`src/rtl/aes_pkg.sv`:
```
// -----------------------------------------------------------------------------
// aes_pkg
// Constants shared by the AES_128 core and the stages that consume its
// ciphertext. One AES block is 128 bits and is streamed as 16 bytes.
// -----------------------------------------------------------------------------
package aes_pkg;

  localparam int AES_BLOCK_W = 128;
  localparam int AES_BYTE_W  = 8;
  localparam int AES_BEATS   = AES_BLOCK_W / AES_BYTE_W;

  // Number of output beats needed to carry one block.
  function automatic int beat_count(input int data_w, input int out_w);
    return data_w / out_w;
  endfunction

endpackage

```
`src/rtl/aes_block_fifo.sv`:
```
// -----------------------------------------------------------------------------
// aes_block_fifo
// DEPTH-entry FIFO of whole DATA_W-bit blocks. The head entry is read straight
// out of storage so the serializer can slice beats from registered state.
// Full/empty come from the occupancy count, never from a pointer compare.
//
// Ports
//   clk      in   1         system clock, rising edge
//   reset    in   1         asynchronous, active-high reset
//   i_push   in   1         write i_data at the tail (caller guarantees room)
//   i_pop    in   1         drop the head entry (caller guarantees not empty)
//   i_data   in   DATA_W    block to write
//   o_head   out  DATA_W    oldest stored block
//   o_count  out  CNT_W     number of stored blocks
//   o_full   out  1         o_count == DEPTH
//   o_empty  out  1         o_count == 0
// -----------------------------------------------------------------------------
module aes_block_fifo #(
  parameter int DATA_W = 128,
  parameter int DEPTH  = 2,
  localparam int PTR_W = $clog2(DEPTH),
  localparam int CNT_W = $clog2(DEPTH) + 1
) (
  input  logic              clk,
  input  logic              reset,
  input  logic              i_push,
  input  logic              i_pop,
  input  logic [DATA_W-1:0] i_data,
  output logic [DATA_W-1:0] o_head,
  output logic [CNT_W-1:0]  o_count,
  output logic              o_full,
  output logic              o_empty
);

  logic [DATA_W-1:0] r_mem [DEPTH];
  logic [PTR_W-1:0]  r_wr_ptr;
  logic [PTR_W-1:0]  r_rd_ptr;
  logic [CNT_W-1:0]  r_count;

  // NOTE: storage is deliberately left out of reset; nothing reads an entry
  // before it has been written, because the count gates every read.
  always_ff @(posedge clk) begin
    if (i_push) begin
      r_mem[r_wr_ptr] <= i_data;
    end
  end

  // Pointers are PTR_W bits wide and DEPTH is a power of two, so the plain
  // increment wraps modulo DEPTH.
  // NOTE: sequential state uses non-blocking assignments so every register
  // samples the pre-edge values of its neighbours.
  always_ff @(posedge clk or posedge reset) begin
    if (reset) begin
      r_wr_ptr <= '0;
      r_rd_ptr <= '0;
      r_count  <= '0;
    end else begin
      if (i_push) r_wr_ptr <= r_wr_ptr + 1'b1;
      if (i_pop)  r_rd_ptr <= r_rd_ptr + 1'b1;
      case ({i_push, i_pop})
        2'b10:   r_count <= r_count + 1'b1;
        2'b01:   r_count <= r_count - 1'b1;
        default: r_count <= r_count;  // idle, or push and pop cancel out
      endcase
    end
  end

  assign o_head  = r_mem[r_rd_ptr];
  assign o_count = r_count;
  assign o_full  = (r_count == CNT_W'(DEPTH));
  assign o_empty = (r_count == '0);

endmodule

```
`src/rtl/aes_ct_serializer.sv`:
```
// -----------------------------------------------------------------------------
// aes_ct_serializer
// Captures each ciphertext block strobed by AES_128, queues it in a block FIFO
// and emits it MSB first as an OUT_W-bit valid/ready stream. Upstream cannot be
// stalled, so a block arriving with no room is dropped and overflow is latched.
//
// Ports
//   clk         in   1                system clock, rising edge
//   reset       in   1                asynchronous, active-high reset
//   valid_in    in   1                one-cycle strobe: block_in valid
//   block_in    in   DATA_W           ciphertext block
//   out_data    out  OUT_W            current beat (0 while empty)
//   out_valid   out  1                out_data valid
//   out_ready   in   1                sink accepts beat on out_valid & out_ready
//   out_last    out  1                final beat of the current block
//   fifo_count  out  $clog2(DEPTH)+1  whole blocks held, incl. the one in flight
//   overflow    out  1                sticky: a block was dropped
// -----------------------------------------------------------------------------
module aes_ct_serializer
  import aes_pkg::*;
#(
  parameter int DATA_W = AES_BLOCK_W,
  parameter int OUT_W  = AES_BYTE_W,
  parameter int DEPTH  = 2,
  localparam int CNT_W = $clog2(DEPTH) + 1
) (
  input  logic              clk,
  input  logic              reset,
  input  logic              valid_in,
  input  logic [DATA_W-1:0] block_in,
  output logic [OUT_W-1:0]  out_data,
  output logic              out_valid,
  input  logic              out_ready,
  output logic              out_last,
  output logic [CNT_W-1:0]  fifo_count,
  output logic              overflow
);

  localparam int BEATS = beat_count(DATA_W, OUT_W);
  localparam int IDX_W = $clog2(BEATS);
  localparam logic [IDX_W-1:0] LAST_IDX = IDX_W'(BEATS - 1);

  logic [DATA_W-1:0] w_head;
  logic [CNT_W-1:0]  w_count;
  logic              w_full;
  logic              w_empty;
  logic              w_xfer;
  logic              w_final;
  logic              w_accept;
  logic [OUT_W-1:0]  w_beat;

  logic [IDX_W-1:0]  r_beat_idx;
  logic              r_overflow;

  // A beat moves on valid & ready; the final beat also retires the head block.
  assign w_xfer  = out_valid & out_ready;
  assign w_final = w_xfer & (r_beat_idx == LAST_IDX);

  // A full FIFO can still take a block in the cycle its head retires: the
  // freed slot is the one being written, and the count stays put.
  assign w_accept = valid_in & (~w_full | w_final);

  aes_block_fifo #(
    .DATA_W (DATA_W),
    .DEPTH  (DEPTH)
  ) u_fifo (
    .clk     (clk),
    .reset   (reset),
    .i_push  (w_accept),
    .i_pop   (w_final),
    .i_data  (block_in),
    .o_head  (w_head),
    .o_count (w_count),
    .o_full  (w_full),
    .o_empty (w_empty)
  );

  always_ff @(posedge clk or posedge reset) begin
    if (reset) begin
      r_beat_idx <= '0;
    end else if (w_xfer) begin
      r_beat_idx <= w_final ? '0 : r_beat_idx + 1'b1;
    end
  end

  always_ff @(posedge clk or posedge reset) begin
    if (reset) begin
      r_overflow <= 1'b0;
    end else if (valid_in & ~w_accept) begin
      r_overflow <= 1'b1;
    end
  end

  // Beat k is the k-th OUT_W slice counting down from the MSB. Only the head
  // entry and beat index feed this mux, so out_data never sees block_in.
  // NOTE: the default assignment first keeps this block free of latches.
  always_comb begin
    w_beat = '0;
    if (!w_empty) begin
      w_beat = w_head[DATA_W-1 - int'(r_beat_idx)*OUT_W -: OUT_W];
    end
  end

  assign out_data   = w_beat;
  assign out_valid  = ~w_empty;
  assign out_last   = out_valid & (r_beat_idx == LAST_IDX);
  assign fifo_count = w_count;
  assign overflow   = r_overflow;

endmodule

```
`config.mk`:
```
export PLATFORM = sky130hd
export DESIGN_NAME = aes_ct_serializer
export DESIGN_NICKNAME = d
export VERILOG_FILES = /design/src/rtl/aes_pkg.sv /design/src/rtl/aes_block_fifo.sv /design/src/rtl/aes_ct_serializer.sv
export SDC_FILE = /design/constraint.sdc
export NUM_CORES = 1
export LEC_CHECK = 0
export BUFFER_PORTS_ARGS = -buffer_cell sky130_fd_sc_hd__buf_2
export CORE_MARGIN = 2
export CORE_UTILIZATION = 50
export CTS_CLUSTER_DIAMETER = 200
export CTS_CLUSTER_SIZE = 40
export DETAILED_ROUTE_END_ITERATION = 8
export PLACE_DENSITY = 0.7
export SETUP_SLACK_MARGIN = 0.15
export SLEW_MARGIN = 15
export SYNTH_ARGS = -nofsm -noshare
export SYNTH_HDL_FRONTEND = slang
export SYNTH_SLANG_ARGS = --single-unit
```
`constraint.sdc`:
```
create_clock -name clk -period 12.1 [get_ports clk]
set_input_delay 2.42 -clock clk [delete_from_list [all_inputs] [get_ports clk]]
set_output_delay 2.42 -clock clk [all_outputs]
set_load 0.03 [all_outputs]
```
==> out/results.tsv, run 1 <==
metric	value	unit
cell taking the most area after synthesis	edfxtp_1	
gp weighted congestion	0.820	
HPWL after detailed placement	14500	µm
fin crit share	49.9	%
Synth top area share	73.4	%
crit path launch type	flop	
CTS tree	built	
Pwr Density	221	nW/µm²
nets@finish	772	
Main synth FF type	edfxtp_1	
initial antenna violation count	3	
Reg power frac	52.0	%
GR Util All Layers	19.3	%
GR Util met2	34.7	%
top post-synthesis cells by count	256 x edfxtp_1, 49 x mux2i_1, 22 x mux4_1, 22 x nand2_1, 18 x mux4_2	
count of different cell masters after synthesis	37	
Leakage	3.95	nW
largest net degree at the start of global routing	77	
# rows	52	
M3 GR Usage	3.06	%
Initial Util	51.3	%
ys async rst share	3.40	%
postcts setup bufs	0	
Synth-to-Final Area Change	11.1	%
Net Sw Frac	33.1	%
worst skew pair latency	0.48	ns
Sw Pwr	0.000851	W
Root Buffer	clkbuf_16	
die area	22100	µm²
final worst slack	6.06	ns
Die H	149	µm
Worst EP arrival	3.62	ns
most common cell in the netlist	edfxtp_1	
H-tree depth	1	
DR vias	5206	
Final Skew	0.0161	ns
number of synthesized flops with an enable pin	256	
setup TNS	0	ns
CTS resizes	0	
Seq cells post-synth	265	
sequential share of the synthesized area	75.5	%
Die W	149	µm
pre-CTS setup slack	6.55	ns
initial DRC count	542	
Setup CP Type	flop to output pin	
layout cells sized above 1	30.5	%
syn_nets	634	
crit end category	output pin	
post-layout min period	6.04	ns
Warnings, synthesis	0	
max_slew headroom	30.1	%
first-pass GRT wire length	31700	µm
CTS Buf Count	10	
Critical Path RT	9.68	ns
DRC	0	
clock share of power	16.6	%
Worst Hold Class	flop to flop	
Mean Syn Cell Area	20.9	µm²
IO Pins	145	
CTS Buffer Depth	3	
met1 usage	25.2	%
Logic pwr share	31.4	%
final setup fails	0	
status	finished, final reports clean	
RSZ-0062 raised after global routing	false	
Slew Limit Fails	0	
Hold-fix buffers, CTS	0	
Least-Margin Pin Slew	1.05	ns
main area contributors after synthesis	edfxtp_1 73%, mux4_1 5.5%, mux2i_1 4.7%	
gr busiest metal	met2	
ANT nets after route	0	
f_max	165	MHz
Worst VDD drop	115	µV
# Max-Cap Violations	0	
IO buf count	144	
DRT Wirelength	21400	µm
grt ovf	0	
internal power	0.00172	W
Final Hold Fails	0	
Synth Instances	501	
Worst-path clk slew	0.13	ns
core area	20400	µm²
number of global-route vias before repair	5487	
vias per cell	5.68	
critical path peak fanout	57	
clk sinks	265	
Cell Area, Synth	10500	µm²
DRT Pass-1 Iters	5	
per-cell routed wire length	23.3	µm
==> routing by layer <==
metal,wire length [µm],vias up
li1,-,2359
met1,8380,2662
met2,11300,164
met3,1260,21
met4,387,0
met5,0,-
==> path summary, 6_finish.rpt <==
path	from	endpoint	slack (ns)	cells after the start
min in group asynchronous	reset	r_beat_idx[3]	1.89	2
max in group asynchronous	reset	u_fifo.r_rd_ptr	9.91	2
min reg2reg	overflow	overflow	0.52	1
max reg2reg	r_beat_idx[2]	u_fifo.r_mem[1][27]	8.75	5
min	overflow	overflow	0.52	1
max	u_fifo.r_rd_ptr	out_data[6]	6.06	6
==> critical path, cell delays in order (launching register included) <==
cell,delay (ns)
dfrtp_4,0.84
buf_4,0.87
mux2i_1,0.18
a221oi_1,0.40
o21ai_1,0.14
a221oi_1,0.38
buf_2,0.27
==> placed cells by master (no fill, tap or decap), types with 9 or more instances in the layout <==
cell type | Yosys | final
o21ai_1 | 9 | 9
mux4_2 | 18 | 18
mux4_1 | 22 | 22
mux2i_1 | 49 | 49
buf_4 | 2 | 9
edfxtp_1 | 256 | 256
a21oi_1 | 9 | 9
clkbuf_16 | 0 | 11
nand2_1 | 22 | 22
buf_2 | 3 | 144
==> through the flow <==
stage | instance area [µm²] | std cells | hold slack, ns | total power (W) | util, %
2_1_floorplan | 10500 | 501 | 0.468 | 0.00200 | -
3_3_place_gp | 11300 | 897 | 0.460 | 0.00216 | 55.4
3_5_place_dp | 11300 | 897 | 0.483 | 0.00218 | 55.4
4_1_cts | 11600 | 913 | 0.517 | 0.00260 | 56.9
5_1_grt | 11600 | 915 | 0.547 | 0.00270 | 56.9
6_report | 11600 | 917 | 0.519 | 0.00257 | 57.0
==> final cells by class <==
type	instances	area, µm²
Fill cell	1575	8790
Sequential cell	265	7920
Multi-Input combinational cell	205	2260
Timing Repair Buffer	153	788
Tap cell	270	338
Clock buffer	15	290
Clock inverter	1	16.3
Inverter	4	15.0
Antenna cell	4	10.0
==> power groups by stage <==
stage / clock, W / sequential (W) / combinational [W]
floorplan: 0 / 0.00135 / 0.000649
global route: 0.000466 / 0.00136 / 0.000870
global placement: 0 / 0.00135 / 0.000810
CTS: 0.000438 / 0.00134 / 0.000824
finish: 0.000426 / 0.00134 / 0.000809
detailed placement: 0 / 0.00136 / 0.000821
==> sequential cells by signal (all words and copies together) (netlist names) <==
name and cells:
u_fifo.r_wr_ptr 1, u_fifo.o_count 2, u_fifo.r_rd_ptr 1, u_fifo.r_mem 256, overflow 1, r_beat_idx 4
==> cell families after synthesis <==
family	count (synthesis)	synth area share, %
XOR/XNOR	4	0.334
adder cells (fa/ha/maj)	1	0.119
AO/OA/AOI/OAI	73	5.37
flip-flops	265	75.5
multiplexers	89	14.1
AND/OR/NAND/NOR	38	1.58
buffers and inverters	31	3.03
(Power assumes the default switching activity.)
==> run 2, diff against run 1 <==
- PLACE_DENSITY: 0.7 -> 0.73
- clock period: 12.1 -> 5.25 ns (I/O delays scaled with it)
==> run 2 against run 1 <==
Routed wire length is 4.0% lower. Sequential share of layout area shrank 0.14 points. Cell area up 0.20%. Worst hold slack lost 0.0099 ns. Worst setup slack got worse by 5.0 ns. Global-route usage down 0.87 points. Utilization is 0.12 points higher. Power up 130%. Flip-flop and latch count is the same. Clock-buffer cell count shrank 1. Via count rose by 0.48%. Final cell count unchanged.
==> out/results.tsv, run 2 (synthesis results as in run 1) <==
metric	value	unit	change
IO Pins	145		unchanged
status	finished, final reports clean		
Slew Limit Fails	0		unchanged
Max stage delay on crit path	0.94	ns	+0.07 ns
Worst path top cell family by delay	simple AND/OR/NAND/NOR gates		
Final Util	57.1	%	+0.12 points
most common cell after layout, fill and taps aside	edfxtp_1		
Initial Util	51.3	%	unchanged
DR vias	5231		+0.48%
largest net degree at the start of global routing	68		-12%
Worst Path Buf+Inv	1		-1
final worst slack	1.02	ns	-5.04 ns
initial antenna violation count	5		+2
crit path launch type	flop		
Final Hold Fails	0		unchanged
CTS Buf Count	10		unchanged
GR Util All Layers	18.4	%	-0.87 points
Die H	149	µm	unchanged
Root Buffer	clkbuf_16		
max FFs per register	256		unchanged
f_max	236	MHz	
HPWL after detailed placement	14500	µm	-0.45%
worst skew pair latency	0.49	ns	about the same
Worst EP arrival	3.18	ns	-0.44 ns
number of global-route vias before repair	5558		+1.3%
# Max-Cap Violations	0		unchanged
Worst path slowest cell	nor2b_1		
IO buf count	144		unchanged
Critical Path RT	4.20	ns	-5.48 ns
Pwr Density	509	nW/µm²	+130%
initial DRC count	461		-15%
CTS tree	built		
CTS Buffer Depth	3		unchanged
Worst Hold Class	primary input to async pin		
R2R Path Start	r_beat_idx[0]		
pre-CTS setup slack	1.58	ns	-4.97 ns
# rows	52		unchanged
Reg2Reg Depth	7		+2
fill count	1578		+0.19%
DRC	0		unchanged
Leakage	3.96	nW	+0.15%
per-cell routed wire length	22.4	µm	-4.0%
fin crit share	80.7	%	
Synth-to-Final Area Change	11.3	%	
final setup fails	0		unchanged
RSZ-0062 raised after global routing	false		
CP cell instances	nor2b_1, a211oi_1, a221oi_1, buf_2		
clk sinks	265		unchanged
nets@finish	772		unchanged
vias per cell	5.70		+0.48%
postcts setup bufs	0		unchanged
Least-Margin Pin Slew	1.09	ns	+0.0396 ns
grt ovf	0		unchanged
r2r setup slk	1.83	ns	-6.92 ns
critical path peak fanout	21		-63%
Setup CP Type	flop to output pin		
DRT Wirelength	20500	µm	-4.0%
first-pass GRT wire length	30700	µm	-3.2%
setup TNS	0	ns	unchanged
post-layout min period	4.23	ns	
Hold-fix buffers, CTS	0		unchanged
Worst VDD drop	257	µV	+120%
worst r2r dst	u_fifo.r_mem[0][35]		
layout cells sized above 1	30.5	%	+0.047 points
H-tree depth	1		unchanged
gp weighted congestion	0.848		+3.4%
Final Skew	0.0333	ns	+0.0172 ns
Die W	149	µm	unchanged
most frequent cells in the layout	256 x edfxtp_1, 144 x buf_2, 49 x mux2i_1, 22 x nand2_1, 22 x mux4_1		
DRT Pass-1 Iters	5		unchanged
crit end category	output pin		
CTS resizes	0		unchanged
die area	22100	µm²	unchanged
ANT nets after route	0		unchanged
max_slew headroom	27.3	%	-2.8 points
Top reg by flops	u_fifo.r_mem		
Worst-path clk slew	0.14	ns	about the same
core area	20400	µm²	unchanged
==> run 2: cell types whose count changed in the layout (fill, tap and decap cells not counted), sizes merged <==
cell / before / now
clkbuf: 15 / 14
diode: 4 / 5
==> run 2: cell type report <==
class | count | area, µm² | share of cell area [%]
tap | 270 | 338 | 2.90
timing repair buffer | 153 | 813 | 6.97
multi-input combinational | 205 | 2260 | 19.4
clock buffer | 14 | 287 | 2.46
sequential | 265 | 7920 | 67.9
clock inverter | 1 | 16.3 | 0.139
inverter | 4 | 15.0 | 0.129
antenna | 5 | 12.5 | 0.107
==> run 2: per-stage QoR <==
step | power, W | hold slack [ns] | instances | instance area, µm²
final | 0.00593 | 0.509 | 917 | 11700
after global placement | 0.00495 | 0.503 | 897 | 11300
after global routing | 0.00618 | 0.527 | 916 | 11700
after CTS | 0.00598 | 0.513 | 912 | 11600
after detailed placement | 0.00503 | 0.504 | 897 | 11300
after floorplan | 0.00455 | 0.486 | 501 | 10500
==> run 2: worst max-delay path by stage <==
stage | start | end | slack, ns | depth (start not counted)
floorplan | out_ready | u_fifo.r_mem[0][0] | -0.17 | 4
CTS | r_beat_idx[2] | out_data[0] | 1.03 | 5
global placement | u_fifo.r_rd_ptr | out_data[3] | 1.69 | 5
detailed placement | r_beat_idx[2] | out_data[0] | 1.58 | 5
finish | r_beat_idx[2] | out_data[6] | 1.02 | 4
global route | r_beat_idx[2] | out_data[3] | 0.79 | 5
==> run 2: power by group <==
part	total [W]	switching [W]	internal (W)
registers	0.00307	0.000212	0.00286
clock network	0.000978	0.000581	0.000397
logic	0.00188	0.00117	0.000706
==> run 2: layer usage <==
| layer | up-vias | GRT usage [%] | share of wire, % | wire length (µm) |
|---|---|---|---|---|
| li1 | 2363 | - | - | - |
| met5 | - | 0 | 0.063 | 13 |
| met2 | 184 | 31.7 | 51 | 10500 |
| met4 | 2 | 7.00 | 3.4 | 687 |
| met1 | 2648 | 24.1 | 40 | 8250 |
| met3 | 34 | 2.75 | 5.0 | 1030 |
